--- src/rtl/blackjack_pkg.sv ---
// Shared blackjack datapath definitions: requester FSM encoding, widths,
// rank constants and the rank-to-points mapping.
package blackjack_pkg;

   localparam int CARD_W  = 4;
   localparam int TOTAL_W = 5;

   localparam logic [CARD_W-1:0]  ACE       = 4'd1;
   localparam logic [CARD_W-1:0]  KING      = 4'd13;
   localparam logic [TOTAL_W-1:0] BLACKJACK = 5'd21;

   typedef enum logic [1:0] {
      ST_IDLE = 2'd0,
      ST_REQ  = 2'd1,
      ST_ADD  = 2'd2,
      ST_DONE = 2'd3
   } req_state_e;

   // Ace counts 1 here; the optional +10 is applied by the score calculator.
   function automatic logic [TOTAL_W-1:0] card_points(input logic [CARD_W-1:0] rank);
      return (rank > 4'd10) ? 5'd10 : TOTAL_W'(rank);
   endfunction

   function automatic logic rank_valid(input logic [CARD_W-1:0] rank);
      return (rank >= ACE) && (rank <= KING);
   endfunction

endpackage

--- src/rtl/hand_score_calc.sv ---
// Combinational hand evaluation from the hard sum, ace flag and card count.
module hand_score_calc
   import blackjack_pkg::*;
(
   input  logic [TOTAL_W-1:0] hard_sum_i,
   input  logic               ace_i,
   input  logic [3:0]         count_i,
   output logic [TOTAL_W-1:0] hand_total_o,
   output logic               soft_o,
   output logic               bust_o,
   output logic               blackjack_o
);

   always_comb begin
      // One ace may count 11 only while that keeps the hand at or below 21.
      soft_o       = ace_i && (hard_sum_i <= 5'd11);
      hand_total_o = soft_o ? (hard_sum_i + 5'd10) : hard_sum_i;
      bust_o       = hard_sum_i > BLACKJACK;
      blackjack_o  = (count_i == 4'd2) && (hand_total_o == BLACKJACK);
   end

endmodule

--- src/rtl/hand_card_requester.sv ---
// Requests one card per hit from a seed_random generator, waits for SEND,
// and accumulates the hand (hard sum, ace flag, count) with sticky error.
module hand_card_requester
   import blackjack_pkg::*;
#(
   parameter int TIMEOUT_CYCLES = 16,
   parameter int MAX_CARDS      = 11
) (
   input  logic               clk_i,
   input  logic               rst_i,
   input  logic               hit_i,
   input  logic               new_hand_i,
   input  logic               card_valid_i,
   input  logic [CARD_W-1:0]  card_i,
   output logic               req_card_o,
   output logic               busy_o,
   output logic               card_done_o,
   output logic [TOTAL_W-1:0] hand_total_o,
   output logic               soft_o,
   output logic [3:0]         card_count_o,
   output logic               bust_o,
   output logic               blackjack_o,
   output logic               error_o
);

   localparam int TMO_W = (TIMEOUT_CYCLES > 2) ? $clog2(TIMEOUT_CYCLES) : 1;
   localparam logic [TMO_W-1:0] TMO_LAST  = TMO_W'(TIMEOUT_CYCLES - 1);
   localparam logic [3:0]       MAX_COUNT = 4'(MAX_CARDS);

   req_state_e         state_q, state_d;
   logic [TMO_W-1:0]   tmo_q, tmo_d;
   logic [CARD_W-1:0]  card_q, card_d;
   logic [TOTAL_W-1:0] hard_q, hard_d;
   logic               ace_q, ace_d;
   logic [3:0]         count_q, count_d;
   logic               error_q, error_d;

   always_ff @(posedge clk_i or negedge rst_i) begin
      if (!rst_i) begin
         state_q <= ST_IDLE;
         tmo_q   <= '0;
         card_q  <= '0;
         hard_q  <= '0;
         ace_q   <= 1'b0;
         count_q <= '0;
         error_q <= 1'b0;
      end else begin
         state_q <= state_d;
         tmo_q   <= tmo_d;
         card_q  <= card_d;
         hard_q  <= hard_d;
         ace_q   <= ace_d;
         count_q <= count_d;
         error_q <= error_d;
      end
   end

   always_comb begin
      state_d = state_q;
      tmo_d   = tmo_q;
      card_d  = card_q;
      hard_d  = hard_q;
      ace_d   = ace_q;
      count_d = count_q;
      error_d = error_q;

      if (new_hand_i) begin
         state_d = ST_IDLE;
         tmo_d   = '0;
         card_d  = '0;
         hard_d  = '0;
         ace_d   = 1'b0;
         count_d = '0;
         error_d = 1'b0;
      end else begin
         unique case (state_q)
            ST_IDLE: begin
               if (hit_i && !bust_o && (count_q < MAX_COUNT) && !error_q) begin
                  state_d = ST_REQ;
                  tmo_d   = '0;
               end
            end
            ST_REQ: begin
               // A response on the final allowed cycle still wins over the timeout.
               if (card_valid_i) begin
                  card_d  = card_i;
                  state_d = ST_ADD;
               end else if (tmo_q == TMO_LAST) begin
                  error_d = 1'b1;
                  state_d = ST_IDLE;
               end else begin
                  tmo_d = tmo_q + 1'b1;
               end
            end
            ST_ADD: begin
               if (rank_valid(card_q)) begin
                  hard_d  = hard_q + card_points(card_q);
                  ace_d   = ace_q | (card_q == ACE);
                  count_d = count_q + 4'd1;
               end else begin
                  error_d = 1'b1;
               end
               state_d = ST_DONE;
            end
            ST_DONE: state_d = ST_IDLE;
            default: state_d = ST_IDLE;
         endcase
      end
   end

   assign req_card_o   = (state_q == ST_REQ);
   assign busy_o       = (state_q != ST_IDLE);
   assign card_done_o  = (state_q == ST_DONE);
   assign card_count_o = count_q;
   assign error_o      = error_q;

   hand_score_calc u_score (
      .hard_sum_i   (hard_q),
      .ace_i        (ace_q),
      .count_i      (count_q),
      .hand_total_o (hand_total_o),
      .soft_o       (soft_o),
      .bust_o       (bust_o),
      .blackjack_o  (blackjack_o)
   );

endmodule

--- config.mk ---
export PLATFORM = sky130hd
export DESIGN_NAME = hand_card_requester
export DESIGN_NICKNAME = d
export VERILOG_FILES = /design/src/rtl/blackjack_pkg.sv /design/src/rtl/hand_score_calc.sv /design/src/rtl/hand_card_requester.sv
export SDC_FILE = /design/constraint.sdc
export NUM_CORES = 1
export LEC_CHECK = 0
export ABC_AREA = 1
export CAP_MARGIN = 15
export CORE_MARGIN = 5
export CORE_UTILIZATION = 45
export DETAILED_ROUTE_END_ITERATION = 8
export PLACE_DENSITY = 0.79
export SLEW_MARGIN = 20
export SYNTH_ARGS = -nofsm -noshare
export SYNTH_HDL_FRONTEND = slang
export SYNTH_HIERARCHICAL = 1
export SYNTH_SLANG_ARGS = --single-unit
--- constraint.sdc ---
create_clock -name clk_i -period 3.15 [get_ports clk_i]
set_clock_uncertainty 0.2 [all_clocks]
set_input_delay 0.63 -clock clk_i [delete_from_list [all_inputs] [get_ports clk_i]]
set_output_delay 0.63 -clock clk_i [all_outputs]
set_load 0.02 [all_outputs]
==> results of run 1 <==
==> cells by family after synthesis <==
family / count (synthesis) / share of synthesized area [%]
simple gates: 124 / 37.8
flops: 21 / 35.7
xor+xnor: 4 / 2.38
buf+inv: 27 / 7.56
fa+ha+maj: 10 / 9.01
compound gates: 20 / 7.56
==> how the worst min path moves through the flow <==
| stage | startpoint | endpoint | slack, ps | cells past startpoint |
|---|---|---|---|---|
| floorplan | rst_i | ace_q | 130 | 0 |
| global placement | tmo_q[1] | tmo_q[1] | 290 | 2 |
| detailed placement | tmo_q[1] | tmo_q[1] | 300 | 2 |
| CTS | tmo_q[1] | tmo_q[1] | 330 | 2 |
| global route | ace_q | ace_q | 360 | 2 |
| finish | tmo_q[1] | tmo_q[1] | 320 | 2 |
==> registers in the layout, indices dropped and copies added (netlist names) <==
| signal | count |
|---|---|
| tmo_q | 4 |
| hard_q | 5 |
| card_count_o | 4 |
| error_o | 1 |
| ace_q | 1 |
| state_q | 2 |
| card_q | 4 |
==> power breakdown <==
group | internal [mW] | total (mW) | switching [mW]
clock | 0.0474 | 0.134 | 0.0865
combinational | 0.0691 | 0.165 | 0.0961
sequential | 0.288 | 0.313 | 0.0246
==> cells in the final DEF (no fill, tap or decap), types with 2 or more instances in the layout <==
cell type and count:
xor2_1 3, nand2_2 5, clkdlybuf4s50_1 22, dfrtp_1 20, nor2_4 2, o21ai_0 8, nand3_2 3, a21oi_1 6
nand2_1 65, nor2_2 4, inv_1 19, ha_1 9, inv_2 4, nand3_1 18, clkbuf_4 3, nor2_1 22
==> worst max-delay path, stage by stage, from the launching register on <==
cell and delay [ps]:
dfrtp_1 500, ha_1 260, nand3_2 80, nand2_2 60, nand2_2 100, nand2_1 80, nand2_1 70, nand2_2 50
inv_1 40, clkdlybuf4s50_1 590
==> final cells by class <==
class / count / area, sq um / area share [%]
Clock inverter: 1 / 5.00 / 0.280
Inverter: 24 / 92.6 / 5.18
Multi-Input combinational cell: 158 / 836 / 46.8
Clock buffer: 3 / 22.5 / 1.26
Sequential cell: 21 / 527 / 29.5
Timing Repair Buffer: 25 / 249 / 13.9
Tap cell: 44 / 55.1 / 3.08
==> repair_timing <==
item,4_1_cts,5_1_grt
endpoints found under the setup margin,1,2
resized for setup,1,2
gates cloned,0,0
==> metrics by stage <==
step / total power, mW / area (sq um)
global placement: 0.482 / 1760
floorplan: 0.416 / 1470
global route: 0.651 / 1790
CTS: 0.617 / 1780
finish: 0.612 / 1790
detailed placement: 0.484 / 1760
==> metal layers <==
layer / GRT usage [%] / vias to the layer above
met4: 5.32 / 0
met1: 18.5 / 613
met3: 2.66 / 5
met2: 25.6 / 27
li1: - / 712
met5: 0 / -
==> impl_metrics.yaml, run 1 <==
routing:
  routed_via_density: 4.92
  firstDrtPassIters: 4
  vias: 1357
  m1WireLength_microns: 1360
  detail_route.wl_per_cell_microns: 10.9
  wl_met2_microns: 1470
  ant_nets: 0
  routed_wl_microns: 3020
  drcViolationCount: 0
  top_layer_used: "met4"
  drtIter0Drc: 50
  routed-wl-met3_microns: 144
critical_path:
  required_ps: 2320
  worstRegToRegCells: 9
  setup.worst_path.end: "hand_total_o[1]"
  rr_endpoint: "hard_q[4]"
  crit_type: "reg2out"
  worst_ep_arrival_time_ps: 2150
  crit_start: "hard_q[1]"
  worstSetupStartpointType: "flip-flop"
  rrSetupSlack_ps: 800
  end_kind: "output pin"
  cp_max_fo: 7
  r2r-start: "card_q[3]"
global_route:
  grt_pass1_wl_microns: 5180
  grt_max_degree: 22
  antenna_found_initial: 0
  grt_overflow: 0
  track_usage_pct: 14.8
  first_global_vias: 1228
sta:
  setup_tns_ps: 0
  slew_headroom_pct: 69.4
  worst_slew_pin_slew_ps: 454
  max_freq_mhz: 336
  setup_violations: 0
  final.min_clock_period_ps: 2980
  timing.final.crit_share_pct: 94.5
  worst_slack_ps: 173
  hold_viol_final: 0
  rsz0062_at_grt: "false"
  timing.hold.ws_ps: 323
  slew_violations: 0
floorplan:
  rows: 20
  dieHeight_microns: 67.2
  initial_core_util_pct: 47.5
  dieArea_sq_um: 4520
  io_pins: 25
  die_width_microns: 67.2
  core_sq_um: 3100
clocking:
  cts_tree: "yes"
  ctsHoldBuffers: 0
  clkTransAtPathRegs_ps: 120
  postCtsSetupBuffers: 0
  cts_made_buffers: 3
  ctsRootBufferMaster: "clkbuf_4"
  cts.path.max_buffers: 2
  htreeDepth: 1
  cts.sinks: 21
  clk_latency_ps: 310
hold_path:
  holdCritPathClass: "reg2reg"
cells_and_area:
  fin_cells: 276
  final_layout_size_suffix_gt1_share_pct: 10.8
  nFillCells: 315
  final_util_pct: 57.6
  antennaDiodeCount: 0
  nNetsFinal: 252
  syn_to_final_growth_pct: 21.3
run:
  maxCapViolations: 0
logic_synthesis:
  synth_area_sq_um: 1470
  synth-main-ff-cell: "dfrtp_1"
  yosys.cell_count.top_type: "nand2_1"
  ys_seq_area_share_pct: 35.7
  synth.net_count: 225
  synthCells: 206
  synth_top_cell_by_area: "dfrtp_1"
  ys.warnings.count: 6
  synth_top_area_share_pct: 35.7
  synth-edff-count: 0
  synth.area.top_cells: "dfrtp_1 (36%), nand2_1 (17%), ha_1 (7.6%)"
  ys_ff_latch: 21
  yosys.cell_types.count: 30
  synthTopCellsByCount: "nand2_1 (65), nor2_1 (22), dfrtp_1 (21), inv_1 (19), nand3_1 (18)"
  ys_async_sr_fraction_pct: 100
  avgSynthCellArea_sq_um: 7.15
power:
  p_per_area_nw_per_um2: 343
  vdd_drop_max_mv: 0.283
  power.leakage_nw: 0.968
placement:
  portBuffers: 24
  place_inst: 272
  pre_cts_slack_ps: 332
  place_hpwl_microns: 2410
  place_congestion: 0.823
outcome:
  status: "completed"
No activity file was read; power rests on OpenSTA's default activity.
==> run 2: changes to the inputs <==
CORE_MARGIN = 2   (was 5)
==> run 2 against run 1 <==
Combinational power barely moved. Worst setup slack got worse by 6.3 ps. Non-clock buffer count did not move. Wire length fell by 4.2%. Cell count did not move. Via count fell by 2.3%. Design area fell by 0.14%. Critical path depth rose by 1. First-iteration DRC count fell by 66%. Clock power barely moved. Flip-flop and latch count did not move. Critical endpoint unchanged.
==> impl_metrics.yaml, run 2 (synthesis gave the netlist of run 1 again) <==
sta:
  setup_tns_ps: 0
  hold_viol_final: 0
  timing.hold.ws_ps: 314
  worst_slew_pin_slew_ps: 468
  setup_violations: 0
  timing.final.crit_share_pct: 94.7
  slew_headroom_pct: 68.5
  max_freq_mhz: 335
  rsz0062_at_grt: "false"
  final.min_clock_period_ps: 2980
  slew_violations: 0
global_route:
  grt_overflow: 0
  grt_pass1_wl_microns: 4950
  first_global_vias: 1211
  grt_max_degree: 22
  antenna_found_initial: 0
  track_usage_pct: 17.9
floorplan:
  die_width_microns: 61.2
  initial_core_util_pct: 47.8
  rows: 20
  dieHeight_microns: 61.2
  io_pins: 25
  dieArea_sq_um: 3750
  core_sq_um: 3080
power:
  vdd_drop_max_mv: 0.259
  power.leakage_nw: 0.967
  p_per_area_nw_per_um2: 341
critical_path:
  crit_path_frequent_cell: "nand2_2"
  crit_chain: "inv_1 -> ha_1 -> nand3_2 -> nand2_2 -> nand2_2 -> nand2_1 -> nand2_1 -> nand2_2 -> inv_1 -> clkdlybuf4s50_1"
  max_stage_delay_ps: 590
  end_kind: "output pin"
  crit_type: "reg2out"
  cp_max_fo: 6
  slowest_stage: "clkdlybuf4s50_1"
  worstSetupStartpointType: "flip-flop"
  worst_ep_arrival_time_ps: 2150
  required_ps: 2320
routing:
  vias: 1326
  m1WireLength_microns: 1360
  routed_via_density: 4.80
  detail_route.wl_per_cell_microns: 10.5
  drtIter0Drc: 17
  routed_wl_microns: 2890
  routed-wl-met3_microns: 105
  top_layer_used: "met4"
  wl_met2_microns: 1370
  firstDrtPassIters: 4
  ant_nets: 0
  drcViolationCount: 0
cells_and_area:
  final_cell_mix: "nand2_1 (65), nor2_1 (22), clkdlybuf4s50_1 (22)"
  nNetsFinal: 252
  antennaDiodeCount: 0
  largest_register: "hard_q"
  layout_commonest_cell: "nand2_1"
  syn_to_final_growth_pct: 21.2
  final_layout_size_suffix_gt1_share_pct: 9.91
  largest_register_ff_count: 5
placement:
  place_congestion: 0.851
  place_hpwl_microns: 2300
  portBuffers: 24
clocking:
  ctsRootBufferMaster: "clkbuf_4"
  cts.sinks: 21
  clk_latency_ps: 310
  cts.path.max_buffers: 2
  clkTransAtPathRegs_ps: 120
  postCtsSetupBuffers: 0
  cts_tree: "yes"
  cts_made_buffers: 3
  htreeDepth: 1
  ctsHoldBuffers: 0
outcome:
  status: "completed"
run:
  maxCapViolations: 0
hold_path:
  holdCritPathClass: "reg2reg"
run 2: layer usage:
layer / global-route usage [%] / up-vias
met3: 2.94 / 6
met4: 10.2 / 0
met2: 29.2 / 26
met5: 0 / -
met1: 22.6 / 584
li1: - / 710
run 2: timing repair:
item	4_1_cts	5_1_grt
gates resized for setup	1	1
endpoints found under the setup margin	1	1
cloned	0	0
run 2: per-stage QoR:
step / utilization, % / cells / power (mW) / setup WS, ps / area, sq um
2_1_floorplan: - / 206 / 0.416 / 771 / 1470
3_3_place_gp: 57.1 / 272 / 0.481 / 440 / 1760
3_5_place_dp: 57.1 / 272 / 0.483 / 359 / 1760
4_1_cts: 57.9 / 276 / 0.615 / 112 / 1780
5_1_grt: 58.0 / 276 / 0.648 / 28.9 / 1780
6_report: 58.0 / 276 / 0.608 / 166 / 1780
run 2: worst paths after layout:
| check | start | end | slack [ps] | cells after the start |
|---|---|---|---|---|
| worst min register to register | tmo_q[1] | tmo_q[1] | 310 | 2 |
| max in group asynchronous | rst_i | card_count_o[3] | 2080 | 2 |
| worst min-delay path | tmo_q[1] | tmo_q[1] | 310 | 2 |
| worst max-delay path | hard_q[2] | hand_total_o[1] | 170 | 10 |
| min in group asynchronous | rst_i | state_q[1] | 440 | 2 |
| worst max register to register | card_q[3] | hard_q[4] | 790 | 9 |
run 2: where the power goes:
part | leakage [nW] | total, mW | switching, mW | internal [mW]
sequential | 0.288 | 0.313 | 0.0249 | 0.288
clock | 0.0150 | 0.132 | 0.0826 | 0.0494
combinational | 0.664 | 0.163 | 0.0942 | 0.0688
total | 0.967 | 0.608 | 0.202 | 0.407
run 2: cell type report:
cell class                 count  area, sq um
clock buffer                   4         26.3
fill                         314         1290
inverter                      24         92.6
multi-input combinational    158          836
sequential                    21          526
tap                           44         55.1
timing repair buffer          25          249
run 2: worst max-delay path, delay by kind of cell, from the launching register on:
kind / cells / cell delay [ps]
fa+ha+maj: 1 / 210
buf+inv: 3 / 760
flops: 1 / 450
simple gates: 6 / 420
==> run 3: changes to the inputs <==
CORE_UTILIZATION = 49   (was 45)
CTS_BUF_LIST = sky130_fd_sc_hd__clkbuf_2   (was not set)
PLACE_DENSITY = 0.88   (was 0.79)
clock period = 2.4 ns   (was 3.15 ns; I/O delays follow)
==> run 3 against run 2 <==
Non-clock buffer count rose by 21. Combinational power rose by 54%. Clock power rose by 17%. Critical path depth fell by 1. Flip-flop and latch count did not move. The run now ends with DRC, setup timing left. Cell count rose by 2.9%. Design area rose by 12%.
==> impl_metrics.yaml, run 3 (synthesis gave the netlist of run 1 again) <==
critical_path:
  max_stage_delay_ps: 450
  worstSetupStartpointType: "flip-flop"
  required_ps: 1720
  end_kind: "output pin"
  cp_max_fo: 3
  crit_type: "reg2out"
  crit_chain: "buf_4 -> inv_4 -> buf_4 -> o21bai_1 -> nand3_2 -> nand2_1 -> nand3_1 -> nor2_1 -> buf_4"
  slowest_stage: "dfrtp_1"
  worst_ep_arrival_time_ps: 1820
  path_buf_inv: 4
  crit_path_frequent_cell: "buf_4"
  cp_top_family: "buffers and inverters"
placement:
  pre_cts_slack_ps: -97.1
  postPlaceCellArea_sq_um: 1840
  place_hpwl_microns: 2540
  portBuffers: 24
  place_inst: 272
  place_congestion: 0.870
floorplan:
  initial_core_util_pct: 52.5
  die_width_microns: 58.8
  dieArea_sq_um: 3460
  rows: 19
  io_pins: 25
  dieHeight_microns: 58.8
  core_sq_um: 2810
power:
  internal_power_mw: 0.532
  switching_share_pct: 34.2
  power.leakage_nw: 1.08
  p_per_area_nw_per_um2: 405
  p_total_mw: 0.807
  power_frac_seq_pct: 49.8
  p_switching_mw: 0.276
  power.share.clock_pct: 19.0
  combPwrFrac_pct: 31.1
  vdd_drop_max_mv: 0.322
global_route:
  grt_pass1_wl_microns: 5450
  grt_max_degree: 22
  track_usage_pct: 20.3
  antenna_found_initial: 0
  first_global_vias: 1380
  grt_overflow: 0
sta:
  worst_slack_ps: -101
  worst_slew_pin_slew_ps: 391
  final.min_clock_period_ps: 2500
  setup_tns_ps: -192
  max_freq_mhz: 400
  rsz0062_at_grt: "true"
  hold_viol_final: 0
  slew_headroom_pct: 73.6
  slew_violations: 0
  timing.final.crit_share_pct: 104
  setup_violations: 3
clocking:
  cts.sinks: 21
  ctsRootBufferMaster: "clkbuf_2"
  htreeDepth: 1
  cts.path.max_buffers: 2
  clkTransAtPathRegs_ps: 200
  cts_tree: "yes"
  cts_made_buffers: 3
  clk_latency_ps: 320
routing:
  vias: 1481
  drtIter0Drc: 54
  drcViolationCount: 4
  detail_route.wl_per_cell_microns: 12.1
  firstDrtPassIters: 6
  routed_wl_microns: 3430
  routed_via_density: 5.21
  ant_nets: 0
run:
  maxCapViolations: 0
cells_and_area:
  stdcell_area_sq_um: 1990
  largest_register: "hard_q"
  final_cell_mix: "nand2_1 (61), buf_4 (23), nor2_1 (22)"
  syn_to_final_growth_pct: 35.3
  antennaDiodeCount: 0
  final_layout_size_suffix_gt1_share_pct: 26.1
  fin_cells: 284
  largest_register_ff_count: 5
  nNetsFinal: 273
  layout_commonest_cell: "nand2_1"
outcome:
  status: "complete, but fails checks"
  violations: "DRC, setup timing"
hold_path:
  holdCritPathClass: "in2async"
[run 3: layer usage]
metal  vias up  wire length (microns)  GRT usage (%)
met5         -                      0              0
met4         0                     58           9.42
met3         8                    126           2.64
met2        31                   1750           36.2
met1       692                   1490           24.2
li1        750                      -              -
[run 3: power by group through the flow]
| stage | clock (mW) | combinational [mW] | sequential [mW] |
|---|---|---|---|
| finish | 0.154 | 0.251 | 0.402 |
| global route | 0.169 | 0.275 | 0.407 |
| CTS | 0.154 | 0.245 | 0.402 |
| detailed placement | 0 | 0.242 | 0.409 |
| global placement | 0 | 0.237 | 0.408 |
| floorplan | 0 | 0.120 | 0.426 |
[run 3: worst paths after layout]
| path | slack [ps] | from | cells after the start | end |
|---|---|---|---|---|
| max in group asynchronous | 1510 | rst_i | 2 | card_q[2] |
| max | -100 | hard_q[1] | 9 | blackjack_o |
| min reg2reg | 340 | ace_q | 2 | ace_q |
| max reg2reg | 130 | hard_q[1] | 14 | state_q[0] |
| min | 270 | rst_i | 2 | card_count_o[0] |
| min in group clk_i | 340 | ace_q | 2 | ace_q |
[run 3: final cells by class]
cell class	instances	area [sq um]
multi-input cells	158	908
repair buffers	46	404
clock buffers	4	20.0
fillers	220	813
inverters	24	95.1
well taps	31	38.8
flip-flops and latches	21	526
[run 3: timing repair]
item                       CTS  global route
gates resized for setup     38            23
hold buffers                 0             0
pin swaps                    4            11
setup endpoints to repair    7            11
buffers inserted             5             3
[run 3: stage by stage]
step	utilization [%]	hold WS [ps]
after global placement	65.5	284
after detailed placement	65.5	299
after floorplan	-	-15.6
after CTS	67.5	284
after global routing	71.0	278
final	71.0	270
